File: config.mk
export PLATFORM = sky130hd
export DESIGN_NAME = systolic_skew_feeder
export DESIGN_NICKNAME = d
export VERILOG_FILES = /design/src/rtl/systolic_pkg.sv /design/src/rtl/skew_line.sv /design/src/rtl/systolic_skew_feeder.sv
export SDC_FILE = /design/constraint.sdc
export NUM_CORES = 1
export LEC_CHECK = 0
export CAP_MARGIN = 20
export CELL_PAD_IN_SITES_DETAIL_PLACEMENT = 1
export CELL_PAD_IN_SITES_GLOBAL_PLACEMENT = 1
export CORE_ASPECT_RATIO = 1.75
export CORE_MARGIN = 8
export CORE_UTILIZATION = 51
export CTS_CLUSTER_DIAMETER = 80
export CTS_CLUSTER_SIZE = 28
export DETAILED_ROUTE_END_ITERATION = 8
export MAX_ROUTING_LAYER = met4
export PLACE_DENSITY_LB_ADDON = 0.3
export REMOVE_ABC_BUFFERS = 1
export SLEW_MARGIN = 20
export SYNTH_ARGS = -nofsm -noshare
export SYNTH_HDL_FRONTEND = slang
export SYNTH_SLANG_ARGS = --single-unit
File: constraint.sdc
create_clock -name clk -period 7.1 [get_ports clk]
set_input_delay 0.71 -clock clk [delete_from_list [all_inputs] [get_ports clk]]
set_output_delay 0.71 -clock clk [all_outputs]
set_load 0.03 [all_outputs]
File: src/rtl/systolic_pkg.sv
// Shared defaults and load-target encodings for the systolic operand feeder.
// Also derives the load address width from the array geometry.
package systolic_pkg;

    localparam int ROWS_DEF   = 4;
    localparam int COLS_DEF   = 4;
    localparam int K_DEF      = 4;
    localparam int DATA_W_DEF = 8;

    typedef enum logic {
        SEL_A = 1'b0,
        SEL_B = 1'b1
    } sel_e;

    // One spare code so the first out-of-range address (buffer size) is
    // representable and can be rejected rather than aliasing onto word 0.
    function automatic int addr_w(input int rows, input int cols, input int k);
        int m;
        m = (rows > cols) ? rows : cols;
        return $clog2(m * k + 1);
    endfunction

endpackage

File: src/rtl/skew_line.sv
// Data+valid delay line of DEPTH register stages feeding one array lane.
// busy reports any valid word still held anywhere in the line.
module skew_line #(
    parameter int DEPTH  = 1,
    parameter int DATA_W = 8
) (
    input  logic              clk,
    input  logic              rst,
    input  logic [DATA_W-1:0] in_data,
    input  logic              in_valid,
    output logic [DATA_W-1:0] out_data,
    output logic              out_valid,
    output logic              busy
);

    logic [DATA_W-1:0] data_q [DEPTH];
    logic [DEPTH-1:0]  valid_q;

    always_ff @(posedge clk or posedge rst) begin
        if (rst) begin
            for (int i = 0; i < DEPTH; i++) begin
                data_q[i] <= '0;
            end
            valid_q <= '0;
        end else begin
            data_q[0]  <= in_data;
            valid_q[0] <= in_valid;
            for (int i = 1; i < DEPTH; i++) begin
                data_q[i]  <= data_q[i-1];
                valid_q[i] <= valid_q[i-1];
            end
        end
    end

    assign out_data  = data_q[DEPTH-1];
    assign out_valid = valid_q[DEPTH-1];
    assign busy      = |valid_q;

endmodule

File: src/rtl/systolic_skew_feeder.sv
// Operand buffers plus per-lane skew lines that stream A columns west and
// B rows north into a systolic array, one k-slice per valid_src cycle.
module systolic_skew_feeder
    import systolic_pkg::*;
#(
    parameter int ROWS   = ROWS_DEF,
    parameter int COLS   = COLS_DEF,
    parameter int K      = K_DEF,
    parameter int DATA_W = DATA_W_DEF,
    localparam int AW    = addr_w(ROWS, COLS, K)
) (
    input  logic                     clk,
    input  logic                     rst,
    input  logic                     load_en,
    input  logic                     load_sel,
    input  logic [AW-1:0]            load_addr,
    input  logic [DATA_W-1:0]        load_data,
    output logic                     load_err,
    input  logic                     valid_src,
    output logic [ROWS*DATA_W-1:0]   a_west,
    output logic [ROWS-1:0]          a_valid,
    output logic [COLS*DATA_W-1:0]   b_north,
    output logic [COLS-1:0]          b_valid,
    output logic                     feeding
);

    localparam int KCW = $clog2(K + 1);
    localparam int KIW = (K > 1) ? $clog2(K) : 1;

    logic [DATA_W-1:0] a_buf [ROWS][K];
    logic [DATA_W-1:0] b_buf [COLS][K];

    logic [KCW-1:0] kcnt;
    logic [KIW-1:0] kidx;
    logic           inject;
    logic           in_range;
    logic           wr_ok;
    logic [ROWS-1:0] a_busy;
    logic [COLS-1:0] b_busy;

    assign inject   = valid_src && (kcnt < KCW'(K));
    assign kidx     = kcnt[KIW-1:0];
    assign in_range = (load_sel == SEL_B) ? (load_addr < AW'(COLS * K))
                                          : (load_addr < AW'(ROWS * K));
    assign wr_ok    = load_en && in_range && !feeding;

    // Operand storage survives reset so a feed can be replayed after abort.
    always_ff @(posedge clk) begin
        if (wr_ok) begin
            for (int r = 0; r < ROWS; r++) begin
                for (int k = 0; k < K; k++) begin
                    if (load_sel == SEL_A && load_addr == AW'(r * K + k)) begin
                        a_buf[r][k] <= load_data;
                    end
                end
            end
            for (int c = 0; c < COLS; c++) begin
                for (int k = 0; k < K; k++) begin
                    if (load_sel == SEL_B && load_addr == AW'(c * K + k)) begin
                        b_buf[c][k] <= load_data;
                    end
                end
            end
        end
    end

    always_ff @(posedge clk or posedge rst) begin
        if (rst) begin
            kcnt     <= '0;
            load_err <= 1'b0;
        end else begin
            load_err <= load_en && !(in_range && !feeding);
            if (!valid_src) begin
                kcnt <= '0;
            end else if (kcnt < KCW'(K)) begin
                kcnt <= kcnt + 1'b1;
            end
        end
    end

    // Lane i gets i+1 stages so the wavefront enters the array diagonally.
    for (genvar r = 0; r < ROWS; r++) begin : g_a
        skew_line #(
            .DEPTH  (r + 1),
            .DATA_W (DATA_W)
        ) u_line (
            .clk       (clk),
            .rst       (rst),
            .in_data   (inject ? a_buf[r][kidx] : '0),
            .in_valid  (inject),
            .out_data  (a_west[r*DATA_W +: DATA_W]),
            .out_valid (a_valid[r]),
            .busy      (a_busy[r])
        );
    end

    for (genvar c = 0; c < COLS; c++) begin : g_b
        skew_line #(
            .DEPTH  (c + 1),
            .DATA_W (DATA_W)
        ) u_line (
            .clk       (clk),
            .rst       (rst),
            .in_data   (inject ? b_buf[c][kidx] : '0),
            .in_valid  (inject),
            .out_data  (b_north[c*DATA_W +: DATA_W]),
            .out_valid (b_valid[c]),
            .busy      (b_busy[c])
        );
    end

    assign feeding = |{a_busy, b_busy};

endmodule
==> metrics.yaml <==
status:
  outcome: "finished, final reports clean"
power:
  power.internal_mw: 3.548
  peakVddDrop_mv: 0.2164
  p_sw_share_pct: 24.60
  total_switching_power_mw: 1.158
  cellLeakagePower_nw: 5.888
  pwr-share-comb_pct: 13.4
  pwr-share-seq_pct: 60.5
  clockPowerShare_pct: 26.1
  total_power_mw: 4.706
  pwr_density_cell_mw_per_mm2: 292.3
yosys:
  synth_cell_type_count: 28
  post-synth-top-area-cell: "sky130_fd_sc_hd__edfxtp_1"
  synth_xor_xnor_area_share_pct: 0.06005
  cell_area_after_synthesis_mm2: 0.01459
  async_reset_ff_share_pct: 39.62
  yosys-top-cells-area: "sky130_fd_sc_hd__edfxtp_1 53%, sky130_fd_sc_hd__dfrtp_1 29%, sky130_fd_sc_hd__mux2i_1 8.9%"
  synth_enable_flop_cells: 256
  yosysWarningCount: 0
  synth_common_cells: "256 x sky130_fd_sc_hd__edfxtp_1, 168 x sky130_fd_sc_hd__dfrtp_1, 129 x sky130_fd_sc_hd__mux2i_1"
  most_common_cell_in_the_synthesized_netlist: "sky130_fd_sc_hd__edfxtp_1"
  synth_seq_cells: 424
  syn-instance-count: 764
  main_combinational_cell_family_by_area_after_synthesis: "multiplexers"
  post_synth_mux_area_share_pct: 8.853
  fraction_of_the_mapped_netlist_area_in_compound_gates_pct: 2.848
  dominantRegCellSynth: "sky130_fd_sc_hd__edfxtp_1"
  synthSimpleGateAreaFrac_pct: 2.385
  adder_cell_area_share_of_the_yosys_netlist_pct: 0.08579
  yosysSeqAreaShare_pct: 81.53
  syn_area_per_cell_um2: 19.09
  post-synth-top-area-fraction_pct: 52.71
placement:
  placement.cell_area_mm2: 0.01548
  portBuffers: 91
  weighted_congestion_reported_at_the_end_of_routability_driven_placement: 0.8159
  dp_slack_ns: 3.344
  post-dp-hpwl_mm: 16.89
  dpl.cell_count: 1157
final_layout:
  fraction_of_layout_cells_with_a_size_suffix_above_1_pct: 7.380
  postLayoutCellArea_mm2: 0.01610
  utilization_after_layout_pct: 56.65
  final_nets: 820
  areaGrowthSynthToFinish_pct: 10.38
  final_cell_count_no_fill: 1192
critical_path:
  critPathLaunchType: "input port"
  endpoint_kind: "register"
  worst_setup_path_endpoint: "b_buf[0][27]$_DFFE_PP_"
  worst_r2r_path_cells: 2
  path_class: "input port to register"
  required_ns: 7.26
  reg2reg_slack_ns: 4.44
  critical_path.startpoint: "load_addr[4]"
  worst_r2r_endpoint: "b_buf[1][3]$_DFFE_PP_"
  worstPathArrival_ns: 3.36
  r2r-start: "g_b[1].u_line.valid_q[0]$_DFF_PP0_"
  critPathMaxFanout: 12
routing:
  antenna_left: 0
  post-route-drc-count: 0
  via_per_inst: 5.429
  vias: 6471
  drt-total-wl_mm: 27.63
  drt_iter0_drc: 323
  wl_per_cell_um: 23.18
  detail_route.first_pass.iterations: 4
global_route:
  grt_max_degree: 90
  grtUsageTotal_pct: 17.06
  global_route.overflow_total: 0
  wire_length_of_the_first_global_routing_pass_mm: 42.38
  initial_antenna_violation_count: 0
  first_global_vias: 7260
timing:
  final_count_of_negative_setup_slack_endpoints: 0
  final.period_utilization_pct: 45.08
  max_slew.worst_pin.slew_ns: 1.163
  worst_clock_skew_ns: 0.02347
  finalWorstPathRequiredPeriod_ns: 3.200
  post_route_worst_setup_slack_ns: 3.900
  rsz0062_at_grt: "no"
  timing.hold.ws_ns: 0.3540
  slew_headroom_pct: 21.88
  fmax_mhz: 312.5
  fin_tns_setup_ns: 0
  finalHoldViolations: 0
  timing_max_transition_violations_final: 0
clock_network:
  cts-buffers-inserted: 19
  holdBufCountCts: 0
  cts_sinks: 424
  cts.reportedPaths.clkPinSlew_ns: 0.10
  cts_resized: 0
  cts-root-to-sink-buffers: 3
  post-cts-setup-buffer-count: 0
  clkLatencyLatePin_ns: 0.52
  htree_num_levels: 1
  cts_tree: "done"
  cts_root_buf: "sky130_fd_sc_hd__clkbuf_16"
die:
  core.rowCount: 82
  die_width_um: 143.8
  die_height_um: 239.7
  die_area_mm2: 0.03448
  initial_core_util_pct: 51.32
  core_mm2: 0.02842
  floorplan.io_pins: 92
job:
  max-cap-violations: 0
min_path:
  hold_class: "register to register"
  hold_depth: 0
==> worst max-delay path, stage by stage <==
cell and delay, ns:
sky130_fd_sc_hd__clkdlybuf4s50_1 0.70, sky130_fd_sc_hd__or4b_1 0.98, sky130_fd_sc_hd__nor3_1 0.96
==> per-layer routing <==
metal	wire, um	share of wire (%)	track usage [%]	vias up
li1	-	-	-	2877
met1	10900	39	19.06	3378
met2	14910	54	30.43	160
met3	987	3.6	2.135	56
met4	831	3.0	6.404	0
met5	0	0	-	-
==> cells in the final DEF (no fill, tap or decap), types with 2 or more instances in the layout <==
cell	instances
sky130_fd_sc_hd__buf_2	2
sky130_fd_sc_hd__buf_4	15
sky130_fd_sc_hd__clkbuf_1	13
sky130_fd_sc_hd__clkbuf_16	19
sky130_fd_sc_hd__clkdlybuf4s50_1	90
sky130_fd_sc_hd__dfrtp_1	167
sky130_fd_sc_hd__edfxtp_1	256
sky130_fd_sc_hd__mux2i_1	129
sky130_fd_sc_hd__nand3b_1	5
sky130_fd_sc_hd__nor2b_1	2
sky130_fd_sc_hd__nor3_1	13
sky130_fd_sc_hd__nor3_2	11
sky130_fd_sc_hd__nor4_1	4
sky130_fd_sc_hd__nor4_2	3
sky130_fd_sc_hd__o21a_1	2
sky130_fd_sc_hd__o22ai_1	64
sky130_fd_sc_hd__or3b_2	4
==> power by group through the flow <==
stage	combinational (mW)	sequential (mW)	clock [mW]
floorplan	0.228	3.07	0
global placement	0.624	2.89	0
CTS	0.639	2.85	1.27
detailed placement	0.637	2.91	0
global route	0.665	2.87	1.34
finish	0.630	2.85	1.23
==> layout make-up <==
class                   instances  area [um2]
clock buffers                  32       524.3
fillers                      2494       12320
repair buffers                108        1035
clock inverters                 1       30.03
multi-input cells             247        2131
well taps                     378       473.0
flip-flops and latches        424       11900
diodes                          1       2.502
inverters                       1       8.758
==> sequential cells by signal (all words and copies together), names as in the netlist <==
name                 flops
a_buf                  128
b_buf                  128
g_a.u_line.data_q       48
g_a.u_line.out_data     32
g_a.u_line.valid_q       3
g_b.u_line.data_q       48
g_b.u_line.out_data     32
g_b.u_line.valid_q       1
kcnt                     3
load_err                 1
==> cells by family (layout without fill, tap and decap cells) <==
logic type | Yosys count | in the layout
DFF | 424 | 424
AOI/OAI and AO/OA | 66 | 66
and+or+nand+nor | 50 | 50
adders and majority gates | 1 | 1
muxes | 129 | 129
xor gates and xnor gates | 1 | 1
buffers and inverters | 93 | 142
other | 0 | 1
==> worst min-delay path by stage <==
stage / startpoint / endpoint / slack (ns)
floorplan: g_a[1].u_line.data_q[8]$_DFF_PP0_ / g_a[1].u_line.out_data[0]$_DFF_PP0_ / 0.33
global placement: g_a[3].u_line.data_q[16]$_DFF_PP0_ / g_a[3].u_line.data_q[8]$_DFF_PP0_ / 0.33
detailed placement: g_a[3].u_line.data_q[29]$_DFF_PP0_ / g_a[3].u_line.data_q[21]$_DFF_PP0_ / 0.34
CTS: g_a[2].u_line.data_q[17]$_DFF_PP0_ / g_a[2].u_line.data_q[9]$_DFF_PP0_ / 0.35
global route: g_b[3].u_line.data_q[24]$_DFF_PP0_ / g_b[3].u_line.data_q[16]$_DFF_PP0_ / 0.36
finish: g_b[1].u_line.data_q[12]$_DFF_PP0_ / g_b[1].u_line.out_data[4]$_DFF_PP0_ / 0.35
Power figures use the tool's default switching activity.
